==> src/rtl/joypad_serializer.sv <==
// joypad_serializer: multi-port NES-style controller shift registers.
// Each port latches a button word on strobe and shifts it out LSB-first on
// falling edges of its own joypad_clock. Adds a post-read fill value, a
// frame-driven turbo auto-fire mask and per-port read-count/overrun status.
module joypad_serializer #(
  parameter int NUM_PORTS    = 2,
  parameter int BITS         = 8,
  parameter int FILL         = 1,
  parameter int TURBO_FRAMES = 2,
  parameter int CW           = $clog2(BITS + 1)
) (
  input  logic                      clk,
  input  logic                      reset,
  input  logic                      ce,
  input  logic                      joypad_strobe,
  input  logic [NUM_PORTS-1:0]      joypad_clock,
  input  logic [NUM_PORTS*BITS-1:0] buttons,
  input  logic [NUM_PORTS*BITS-1:0] turbo_mask,
  input  logic                      frame_tick,
  output logic [NUM_PORTS-1:0]      joypad_data,
  output logic [NUM_PORTS*CW-1:0]   read_count,
  output logic [NUM_PORTS-1:0]      overrun
);

  // Turbo frame counter is at least one bit wide even when TURBO_FRAMES is 1.
  localparam int TW = (TURBO_FRAMES > 1) ? $clog2(TURBO_FRAMES) : 1;
  localparam logic FILL_BIT = (FILL != 0);

  logic [NUM_PORTS-1:0][BITS-1:0] r_sr;
  logic [NUM_PORTS-1:0][CW-1:0]   r_count;
  logic [NUM_PORTS-1:0]           r_overrun;
  logic [NUM_PORTS-1:0]           r_last_clock;
  logic [TW-1:0]                  r_turbo_cnt;
  logic                           r_turbo_phase;

  logic [NUM_PORTS-1:0][BITS-1:0] w_eff;
  logic [NUM_PORTS-1:0]           w_fall;

  assign w_fall = r_last_clock & ~joypad_clock;

  // Effective button word: turbo buttons are masked off during phase 0.
  always_comb begin
    for (int p = 0; p < NUM_PORTS; p++) begin
      w_eff[p] = buttons[p*BITS +: BITS]
               & ~(turbo_mask[p*BITS +: BITS] & {BITS{~r_turbo_phase}});
    end
  end

  // Turbo phase generator: toggles every TURBO_FRAMES frame ticks.
  always_ff @(posedge clk or posedge reset) begin
    if (reset) begin
      r_turbo_cnt   <= '0;
      r_turbo_phase <= 1'b0;
    end else if (ce && frame_tick) begin
      if (r_turbo_cnt == TW'(TURBO_FRAMES - 1)) begin
        r_turbo_cnt   <= '0;
        r_turbo_phase <= ~r_turbo_phase;
      end else begin
        r_turbo_cnt <= r_turbo_cnt + TW'(1);
      end
    end
  end

  // Per-port shift registers: strobe load wins over a falling read clock.
  always_ff @(posedge clk or posedge reset) begin
    if (reset) begin
      r_sr         <= '0;
      r_count      <= '0;
      r_overrun    <= '0;
      r_last_clock <= '0;
    end else if (ce) begin
      r_last_clock <= joypad_clock;
      for (int p = 0; p < NUM_PORTS; p++) begin
        if (joypad_strobe) begin
          r_sr[p]      <= w_eff[p];
          r_count[p]   <= '0;
          r_overrun[p] <= 1'b0;
        end else if (w_fall[p]) begin
          r_sr[p] <= {FILL_BIT, r_sr[p][BITS-1:1]};
          if (r_count[p] < CW'(BITS)) begin
            r_count[p] <= r_count[p] + CW'(1);
          end else begin
            r_overrun[p] <= 1'b1;
          end
        end
      end
    end
  end

  // Flatten per-port registers onto the output buses.
  always_comb begin
    for (int p = 0; p < NUM_PORTS; p++) begin
      joypad_data[p]          = r_sr[p][0];
      read_count[p*CW +: CW]  = r_count[p];
      overrun[p]              = r_overrun[p];
    end
  end

endmodule

==> config.mk <==
export PLATFORM = sky130hd
export DESIGN_NAME = joypad_serializer
export DESIGN_NICKNAME = d
export VERILOG_FILES = /design/src/rtl/joypad_serializer.sv
export SDC_FILE = /design/constraint.sdc
export NUM_CORES = 1
export LEC_CHECK = 0
export BUFFER_PORTS_ARGS = -buffer_cell sky130_fd_sc_hd__buf_2
export CAP_MARGIN = 20
export CORE_MARGIN = 5
export CORE_UTILIZATION = 45
export DETAILED_ROUTE_END_ITERATION = 10
export PLACE_DENSITY = 0.72
export SYNTH_ARGS = -nofsm -noshare
export SYNTH_HDL_FRONTEND = slang
export SYNTH_SLANG_ARGS = --single-unit
==> constraint.sdc <==
create_clock -name clk -period 2 [get_ports clk]
set_clock_uncertainty 0.05 [all_clocks]
set_input_delay 0.2 -clock clk [delete_from_list [all_inputs] [get_ports clk]]
set_output_delay 0.2 -clock clk [all_outputs]
set_load 0.03 [all_outputs]
==> flow_metrics.py, run 1 <==
metrics = {
    "layout": {
        "multiInputGateArea_um2": 774,
        "nFillCells": 335,
        "drive_gt1_share_pct": 37.3,
        "syn_to_final_growth_pct": 22.6,
        "layout.nets": 249,
        "register_area_um2": 751,
        "antenna_cells": 0,
    },
    "die": {
        "start_util_pct": 45.8,
        "core_area_mm2": 0.00361,
        "die_width_um": 70.6,
        "die_h_um": 70.6,
        "ios": 51,
        "num_rows": 22,
        "die_area_mm2": 0.00498,
    },
    "pwr": {
        "p_leak_nw": 1.01,
        "powerDensity_mw_per_mm2": 938,
        "ir_drop_uv": 473,
    },
    "timing": {
        "timing.final.hold_violations": 0,
        "tightest_slew_ns": 0.507,
        "setup_viol": 0,
        "tns_ns": 0,
        "fin_crit_ns": 1.46,
        "fmax_mhz": 685,
        "drv_slew": 0,
        "rsz0062_at_grt": "no",
        "layout_setup_ws_ns": 0.541,
        "max-slew-margin-rel_pct": 66.2,
        "timing.final.crit_share_pct": 73.0,
    },
    "worst_setup_path": {
        "max_stage_delay_ns": 0.43,
        "reg2reg_slack_ns": 0.54,
        "cpMaxStageDelayCell": "o21a_1",
        "r2r-start": "r_last_clock[0]$_DFFE_PP0P_",
        "path_buf_inv": 0,
        "r2r_cells": 3,
        "path_class": "reg2reg",
        "critPathTopFamily": "compound AO/OA/AOI/OAI gates",
        "crit_required_ns": 2.11,
        "r2r-end": "r_sr[4]$_DFFE_PP0P_",
        "cp-end-kind": "flip-flop",
        "startpoint_type": "flip-flop",
        "worstPathCellList": "nor2b_1 > o21a_1 > mux2_4",
        "crit_arrival_ns": 1.57,
        "cp.depth": 3,
        "critPathMaxFanout": 9,
    },
    "route": {
        "drtAntennaViolNets": 0,
        "viasPerCell": 4.95,
        "first_pass_iters": 4,
        "vias": 1272,
        "wl_per_cell_um": 12.7,
        "drcViolationCount": 0,
        "first_iter_violations": 51,
        "wl_um": 3260,
    },
    "yosys": {
        "yosysWarnings": 0,
        "synth-seq-cells": 30,
        "async_flop_share_pct": 100,
        "syn_nets": 197,
        "ys_types": 34,
        "avgSynthCellArea_um2": 10.6,
        "yosysSeqAreaShare_pct": 45.5,
        "synth_edf_count": 0,
        "synth_cells": 156,
        "synthTopCellsByArea": "dfrtp_1 (45%), nor2b_1 (6.1%), mux2i_1 (4.9%)",
        "synth_ff_type": "dfrtp_1",
        "synth_top_area_share_pct": 45.5,
        "synth_top_cell_by_area": "dfrtp_1",
        "synth_area_mm2": 0.00165,
    },
    "cts": {
        "cts.clk_slew.worst_paths_ns": 0.06,
        "ctsRootBufferMaster": "clkbuf_8",
        "cts_htree_levels": 2,
        "clock_latency_ns": 0.28,
        "cts_buffers": 5,
        "cts_resized": 0,
        "cts_tree": "done",
        "clockBufferDepth": 2,
        "numClockSinks": 30,
    },
    "placed_design": {
        "port_buffers": 50,
        "gp_congestion": 0.734,
        "post-place-ws_ns": 0.519,
        "dpl.hpwl_um": 2410,
    },
    "worst_hold_path": {
        "worstHoldStart": "frame_tick",
        "min_path_type": "in2reg",
        "holdPathStages": 3,
        "holdPathEnd": "r_turbo_cnt$_DFFE_PP0P_",
    },
    "grt": {
        "grt_first_pass_wirelength_um": 5420,
        "grt_max_degree": 31,
        "antenna_found_initial": 0,
        "grt-ovfl-total": 0,
        "grt_pass1_vias": 1237,
        "grt_use_total_pct": 13.7,
    },
    "flow_run": {
        "maxCapViolations": 0,
    },
    "status": {
        "outcome": "completed",
    },
}
==> state kept, by name, summed over array words and instances, names as in the netlist <==
name / count
joypad_data: 2
r_turbo_phase: 1
r_last_clock: 2
overrun: 2
r_turbo_cnt: 1
r_sr: 14
read_count: 8
==> how the worst max path moves through the flow <==
stage | startpoint | to | slack, ns
detailed placement | r_last_clock[0]$_DFFE_PP0P_ | r_sr[6]$_DFFE_PP0P_ | 0.52
global placement | r_last_clock[0]$_DFFE_PP0P_ | joypad_data[0]$_DFFE_PP0P_ | 0.57
CTS | r_last_clock[0]$_DFFE_PP0P_ | joypad_data[0]$_DFFE_PP0P_ | 0.54
floorplan | read_count[5]$_DFFE_PP0P_ | read_count[6]$_DFFE_PP0P_ | 0.62
finish | r_last_clock[0]$_DFFE_PP0P_ | r_sr[4]$_DFFE_PP0P_ | 0.54
global route | r_last_clock[0]$_DFFE_PP0P_ | joypad_data[0]$_DFFE_PP0P_ | 0.50
==> timing repair <==
action,in CTS,in global routing
hold buffers,1,0
setup buffers,0,0
hold endpoints to repair,30,0
==> power breakdown <==
part | internal (mW) | switching (mW)
Clock | 0.276 | 0.224
Combinational | 0.278 | 0.261
Sequential | 0.745 | 0.114
Total | 1.30 | 0.599
==> per-layer routing <==
metal | wire [um] | global-route usage (%) | share of wire, % | vias to the layer above
met5 | 0 | 0 | 0 | -
met4 | 32 | 4.38 | 0.98 | 0
met3 | 201 | 4.83 | 6.2 | 4
met2 | 1570 | 22.2 | 48 | 27
met1 | 1460 | 17.1 | 45 | 594
li1 | - | - | - | 647
==> Yosys cell counts (4+ instances only) <==
| master | count |
|---|---|
| a21oi_1 | 5 |
| a31oi_1 | 9 |
| buf_2 | 4 |
| buf_4 | 4 |
| dfrtp_1 | 30 |
| inv_1 | 14 |
| mux2_2 | 7 |
| mux2_4 | 4 |
| mux2i_1 | 8 |
| nand2_1 | 10 |
| nand2b_1 | 7 |
| nor2b_1 | 16 |
| o22ai_1 | 11 |
==> stage by stage <==
| stage | hold WS [ns] | total power, mW | instances | instance area, um^2 | util [%] |
|---|---|---|---|---|---|
| 2_1_floorplan | 0.241 | 1.29 | 156 | 1650 | - |
| 3_3_place_gp | 0.244 | 1.41 | 248 | 1920 | 53.2 |
| 3_5_place_dp | 0.245 | 1.42 | 248 | 1920 | 53.2 |
| 4_1_cts | 0.138 | 1.92 | 257 | 2020 | 56.1 |
| 5_1_grt | 0.140 | 2.03 | 257 | 2020 | 56.1 |
| 6_report | 0.141 | 1.90 | 257 | 2020 | 56.1 |
==> cell families after synthesis <==
kind of cell,Yosys count,synth area share (%)
AOI/OAI and AO/OA,35,14.4
xor gates and xnor gates,2,1.06
adders and majority gates,2,1.52
buffers and inverters,24,7.58
DFF,30,45.5
muxes,19,13.3
and+or+nand+nor,44,16.7
==> cell usage in the layout (no fill, tap or decap) <==
cell and instances:
buf_2 50, dfrtp_1 30, nor2b_1 16, inv_1 14, o22ai_1 11, nand2_1 10, a31oi_1 9, mux2i_1 8
mux2_2 7, nand2b_1 7, clkbuf_8 6, a21oi_1 5, mux2_4 4, buf_4 4, nand3_1 2, and3_1 2
xnor2_1 2, and4bb_2 2, ha_1 2, o21a_1 1, nor3b_2 1, and3b_1 1, o21ai_0 1, a22o_1 1
a211o_1 1, nor3b_1 1, o211ai_1 1, nor2b_2 1, o21ai_4 1, a32o_1 1, a21boi_0 1, o22a_1 1
or3b_1 1, a22oi_1 1, clkinvlp_4 1, clkinv_2 1, dlygate4sd3_1 1
==> cell type report <==
class	count	share of cell area (%)
clock buffers	6	4.08
well taps	48	2.97
flip-flops and latches	30	37.1
multi-input cells	102	38.3
repair buffers	55	14.3
inverters	14	2.60
clock inverters	2	0.618
==> worst reg2reg max path: stages (launching register included) <==
cell and delay, ns:
dfrtp_1 0.35, nor2b_1 0.17, o21a_1 0.44, mux2_4 0.34
No activity file was read; power rests on OpenSTA's default activity.
==> inputs of run 2 (changes only) <==
==> constraint.sdc (replaced) <==
create_clock -name clk -period 1.4 [get_ports clk]
set_clock_uncertainty 0.05 [all_clocks]
set_input_delay 0.14 -clock clk [delete_from_list [all_inputs] [get_ports clk]]
set_output_delay 0.14 -clock clk [all_outputs]
set_load 0.03 [all_outputs]
==> run 2 against run 1 <==
  * Power increased by 44%
  * Sequential power increased by 43%
  * Combinational power increased by 47%
  * Design area increased by 2.8%
  * Worst hold slack got worse by 0.058 ns
  * Critical path depth unchanged
  * Critical path type unchanged
==> flow_metrics.py, run 2 (synthesis gave the netlist of run 1 again) <==
metrics = {
    "worst_setup_path": {
        "critPathTopFamily": "multiplexers",
        "crit_arrival_ns": 1.46,
        "critPathMaxFanout": 8,
        "startpoint_type": "flip-flop",
        "cp-end-kind": "flip-flop",
        "max_stage_delay_ns": 0.38,
        "startpoint": "r_last_clock[1]$_DFFE_PP0P_",
        "worstPathCellList": "nor2b_2 > o21ai_4 > mux2_2",
        "path_buf_inv": 0,
        "crit_required_ns": 1.50,
        "path_class": "reg2reg",
        "cpMaxStageDelayCell": "mux2_2",
        "r2r-start": "r_last_clock[1]$_DFFE_PP0P_",
    },
    "grt": {
        "grt_max_degree": 31,
        "grt_first_pass_wirelength_um": 5820,
        "grt_use_total_pct": 14.8,
        "grt_pass1_vias": 1339,
        "antenna_found_initial": 0,
        "grt-ovfl-total": 0,
        "grt_use_met2_pct": 24.0,
        "met3_usage_pct": 4.12,
        "grt-busiest-layer": "met2",
        "use_met1_pct": 17.8,
    },
    "layout": {
        "syn_to_final_growth_pct": 26.0,
        "largest_reg_flops": 14,
        "layout.nets": 256,
        "final_common_cell": "buf_2",
        "antenna_cells": 0,
        "top_register": "r_sr",
        "mostFrequentLayoutCells": "buf_2 (50), dfrtp_1 (30), nor2b_1 (16)",
        "nFillCells": 334,
        "drive_gt1_share_pct": 39.4,
    },
    "placed_design": {
        "dpl.hpwl_um": 2650,
        "port_buffers": 50,
        "gp_congestion": 0.759,
        "post-place-ws_ns": -0.0663,
    },
    "pwr": {
        "ir_drop_uv": 728,
        "p_leak_nw": 1.05,
        "powerDensity_mw_per_mm2": 1310,
        "p_total_mw": 2.73,
    },
    "timing": {
        "layout_setup_ws_ns": 0.0438,
        "setup_viol": 0,
        "drv_slew": 0,
        "hold_ws_ns": 0.0821,
        "timing.final.crit_share_pct": 96.9,
        "rsz0062_at_grt": "yes",
        "tightest_slew_ns": 0.516,
        "max-slew-margin-rel_pct": 65.6,
        "fin_crit_ns": 1.36,
        "fmax_mhz": 737,
        "timing.final.hold_violations": 0,
    },
    "route": {
        "drcViolationCount": 0,
        "first_pass_iters": 4,
        "first_iter_violations": 30,
        "viasPerCell": 5.08,
        "drtAntennaViolNets": 0,
        "wl_per_cell_um": 13.4,
        "vias": 1341,
        "wl_um": 3540,
    },
    "status": {
        "outcome": "completed",
    },
    "cts": {
        "cts_tree": "done",
        "cts_buffers": 5,
        "cts.clk_slew.worst_paths_ns": 0.06,
        "ctsRootBufferMaster": "clkbuf_8",
        "clockBufferDepth": 2,
        "cts_htree_levels": 2,
        "numClockSinks": 30,
        "clock_latency_ns": 0.27,
    },
    "die": {
        "die_area_mm2": 0.00498,
        "start_util_pct": 45.8,
        "ios": 51,
        "die_h_um": 70.6,
        "num_rows": 22,
        "die_width_um": 70.6,
        "core_area_mm2": 0.00361,
    },
    "worst_hold_path": {
        "worstHoldStart": "frame_tick",
        "min_path_type": "in2reg",
    },
    "flow_run": {
        "maxCapViolations": 0,
    },
}
## run 2: cell type report
cell class | instances | area (um^2) | area share (%)
clock inverters | 1 | 5.00 | 0.241
multi-input cells | 102 | 782 | 37.6
inverters | 14 | 52.6 | 2.53
clock buffers | 7 | 86.3 | 4.15
well taps | 48 | 60.1 | 2.89
repair buffers | 62 | 343 | 16.5
flip-flops and latches | 30 | 751 | 36.1
## run 2: routing by layer
layer  part of all wire, %  vias up  routed length, um
li1                      -      661                  -
met3                   5.5        5                196
met1                    45      646               1580
met2                    48       29               1710
met5                     0        -                  0
met4                   1.5        0                 52
## run 2: worst register-to-register path: stages, from the launching register on
cell	delay [ns]
dfrtp_1	0.37
nor2b_2	0.17
o21ai_4	0.27
mux2_2	0.38
## run 2: worst paths after layout
path | slack, ns | cells after the start | end
min in group asynchronous | 0.43 | 4 | r_sr[3]$_DFFE_PP0P_
hold reg to reg | 0.43 | 1 | r_turbo_cnt$_DFFE_PP0P_
setup / recovery | 0.04 | 3 | r_sr[14]$_DFFE_PP0P_
setup reg to reg | 0.04 | 3 | r_sr[14]$_DFFE_PP0P_
hold / removal | 0.08 | 3 | r_turbo_cnt$_DFFE_PP0P_
max in group asynchronous | 0.60 | 4 | r_sr[14]$_DFFE_PP0P_
## run 2: repair_timing
item,4_1_cts,5_1_grt
gates resized for setup,1,1
setup endpoints to repair,4,8
buffers inserted,0,2
hold endpoints to repair,30,0
hold buffers,1,0
## run 2: report_power, final
part / switching [mW] / internal, mW / total (mW)
combinational: 0.382 / 0.411 / 0.793
sequential: 0.166 / 1.07 / 1.23
clock: 0.307 / 0.396 / 0.702
total: 0.854 / 1.87 / 2.73
## run 2: metrics by stage
step | cells | utilization (%) | setup TNS [ns] | area (um^2)
global route | 264 | 57.7 | -0.0235 | 2080
global placement | 253 | 54.2 | -0.119 | 1960
finish | 264 | 57.7 | 0 | 2080
detailed placement | 253 | 54.2 | -0.258 | 1960
CTS | 262 | 57.1 | 0 | 2060
floorplan | 156 | - | 0 | 1650
==> inputs of run 3 (changes only) <==
--- a/config.mk
+++ b/config.mk
@@ -5,6 +5,7 @@
 export SDC_FILE = /design/constraint.sdc
 export NUM_CORES = 1
 export LEC_CHECK = 0
+export ABC_AREA = 1
 export BUFFER_PORTS_ARGS = -buffer_cell sky130_fd_sc_hd__buf_2
 export CAP_MARGIN = 20
 export CORE_MARGIN = 5
==> run 3 against run 2 <==
  * Wire length is 1.1% lower
  * Design area decreased by 7.7%
  * Register-to-register slack gained 0.19 ns
  * Via count increased by 9.0%
  * Critical path depth is 2 higher
  * Worst hold slack got worse by 0.056 ns
  * Count of clock-buffer cells in the layout is the same
  * Final cell count rose by 21%
  * Power shrank 13%
  * Fmax rose by 17%
  * Worst setup slack gained 0.19 ns
  * Flip-flop and latch count stayed put
==> flow_metrics.py, run 3 <==
metrics = {
    "route": {
        "viasPerCell": 4.58,
        "vias": 1462,
        "wl_per_cell_um": 11.0,
        "drtAntennaViolNets": 0,
        "wl_um": 3500,
        "first_pass_iters": 4,
        "drcViolationCount": 0,
        "first_iter_violations": 65,
    },
    "die": {
        "die_area_mm2": 0.00481,
        "num_rows": 21,
        "ios": 51,
        "core_area_mm2": 0.00336,
        "start_util_pct": 47.2,
        "die_width_um": 69.4,
        "die_h_um": 69.4,
    },
    "yosys": {
        "synth_top_family_by_area": "simple AND/OR/NAND/NOR gates",
        "synthAdderAreaFrac_pct": 1.58,
        "synth_top_cell_by_area": "dfrtp_1",
        "yosys.area_share.simple_pct": 39.1,
        "muxShareOfSynthArea_pct": 0,
        "yosysSeqAreaShare_pct": 47.3,
        "synth_ff_type": "dfrtp_1",
        "yosysMostFrequentCell": "nand2_1",
        "synth_area_mm2": 0.00159,
        "yosysWarnings": 0,
        "synth_xor_xnor_area_share_pct": 0.552,
        "synth_compound_area_share_pct": 3.15,
        "ys_types": 17,
        "synth-seq-cells": 30,
        "synthTopCellsByArea": "dfrtp_1 (47%), nand2_1 (27%), nand3_1 (6.6%)",
        "async_flop_share_pct": 100,
        "syn_nets": 260,
        "synth_edf_count": 0,
        "synth_top_area_share_pct": 47.3,
        "synth_cells": 219,
        "yosys-top-cells-count": "nand2_1 (116), dfrtp_1 (30), nand3_1 (21), inv_1 (14), nor2_1 (9)",
        "avgSynthCellArea_um2": 7.24,
    },
    "grt": {
        "grt_first_pass_wirelength_um": 5870,
        "grt-ovfl-total": 0,
        "grt_use_total_pct": 15.1,
        "antenna_found_initial": 0,
        "grt_max_degree": 31,
        "grt_pass1_vias": 1322,
    },
    "worst_setup_path": {
        "startpoint": "r_last_clock[1]$_DFFE_PP0P_",
        "cp-end-kind": "flip-flop",
        "r2r-start": "r_last_clock[1]$_DFFE_PP0P_",
        "path_class": "reg2reg",
        "crit_arrival_ns": 1.33,
        "critPathMaxFanout": 13,
        "startpoint_type": "flip-flop",
        "crit_required_ns": 1.57,
    },
    "layout": {
        "largest_reg_flops": 14,
        "drive_gt1_share_pct": 24.2,
        "mostFrequentLayoutCells": "nand2_1 (116), buf_2 (50), dfrtp_1 (30)",
        "syn_to_final_growth_pct": 21.0,
        "antenna_cells": 0,
        "final_common_cell": "nand2_1",
        "layout.nets": 313,
        "top_register": "r_sr",
    },
    "cts": {
        "cts.clk_slew.worst_paths_ns": 0.09,
        "clock_latency_ns": 0.33,
        "ctsRootBufferMaster": "clkbuf_4",
        "cts_htree_levels": 2,
        "cts_buffers": 5,
        "cts_resized": 0,
        "post_cts_buffers": 0,
        "clockBufferDepth": 2,
        "numClockSinks": 30,
        "cts_tree": "done",
    },
    "pwr": {
        "ir_drop_uv": 746,
        "seqPwrFrac_pct": 47.5,
        "switchingPower_mw": 0.854,
        "powerDensity_mw_per_mm2": 1240,
        "p_leak_nw": 1.16,
        "intPower_mw": 1.53,
        "p_clk_share_pct": 22.8,
        "p_sw_share_pct": 35.8,
        "combPwrFrac_pct": 29.6,
    },
    "timing": {
        "hold_ws_ns": 0.0261,
        "tightest_slew_ns": 0.374,
        "max-slew-margin-rel_pct": 75.1,
        "drv_slew": 0,
        "timing.final.hold_violations": 0,
        "setup_viol": 0,
        "fin_crit_ns": 1.16,
        "layout_setup_ws_ns": 0.237,
        "tns_ns": 0,
        "rsz0062_at_grt": "no",
        "timing.final.crit_share_pct": 83.1,
        "fmax_mhz": 860,
    },
    "placed_design": {
        "gp_congestion": 0.761,
        "post-place-ws_ns": 0.242,
        "port_buffers": 50,
        "dpl.hpwl_um": 2600,
    },
    "worst_hold_path": {
        "worstHoldStart": "joypad_clock[1]",
        "min_path_type": "in2reg",
    },
    "flow_run": {
        "maxCapViolations": 0,
    },
    "status": {
        "outcome": "completed",
    },
}
-- run 3: changes by cell type after synthesis, moves of 3 or more --
cell / delta
nor2b_1: -16
mux2i_1: -8
a21oi_1: -3
nand2b_1: -7
mux2_4: -4
nand2_1: +106
mux2_2: -7
nand3_1: +19
o22ai_1: -11
o21ai_0: +7
a31oi_1: -9
nor2_1: +9
-- run 3: power groups by stage --
stage	Sequential [mW]	Clock, mW	Combinational (mW)
global placement	1.15	0	0.698
global route	1.16	0.607	0.802
detailed placement	1.15	0	0.717
finish	1.13	0.545	0.706
floorplan	1.20	0	0.467
CTS	1.13	0.568	0.721
-- run 3: cell type report --
cell class / count / area (um^2)
Clock buffer: 7 / 55.1
Inverter: 15 / 56.3
Fill cell: 350 / 1440
Sequential cell: 30 / 751
Multi-Input combinational cell: 165 / 704
Timing Repair Buffer: 55 / 290
Tap cell: 46 / 57.6
Clock inverter: 1 / 5.00
-- run 3: worst paths after layout --
path                                                    end  slack, ns  cells past startpoint
worst min-delay path            r_last_clock[1]$_DFFE_PP0P_       0.03                      3
min in group asynchronous         read_count[7]$_DFFE_PP0P_       0.36                      4
worst min register to register    r_turbo_phase$_DFFE_PP0P_       0.43                      1
worst max-delay path                   r_sr[13]$_DFFE_PP0P_       0.24                      5
max in group asynchronous         read_count[6]$_DFFE_PP0P_       0.66                      4
worst max register to register         r_sr[13]$_DFFE_PP0P_       0.24                      5
-- run 3: critical path: stages, from the launching register on --
cell     delay (ns)
dfrtp_1        0.35
nand3_1        0.12
nand2_2        0.23
inv_1          0.17
nand2_1        0.09
nand2_1        0.06
-- run 3: cell families (layout without fill, tap and decap cells) --
| logic type | after synthesis | after routing |
|---|---|---|
| flops | 30 | 30 |
| xor+xnor | 1 | 1 |
| buf+inv | 24 | 78 |
| compound gates | 10 | 10 |
| fa+ha+maj | 2 | 2 |
| simple gates | 152 | 152 |
-- run 3: repair_timing --
action | 4_1_cts | 5_1_grt
hold buffers | 1 | 0
hold endpoints to repair | 30 | 0
setup endpoints to repair | 0 | 0
-- run 3: through the flow --
step                      util (%)  area [um^2]  total power, mW  std cells
final                         57.1         1920             2.38        319
after global routing          57.1         1920             2.57        319
after CTS                     57.1         1920             2.42        319
after detailed placement      55.0         1850             1.87        310
after global placement        55.0         1850             1.84        310
after floorplan                  -         1590             1.66        219
-- run 3: routing by layer --
metal	share of wire (%)	global-route usage (%)	up-vias
li1	-	-	781
met1	47	18.9	638
met2	45	23.0	35
met3	6.3	6.52	8
met4	1.5	5.64	0
met5	0	0	-
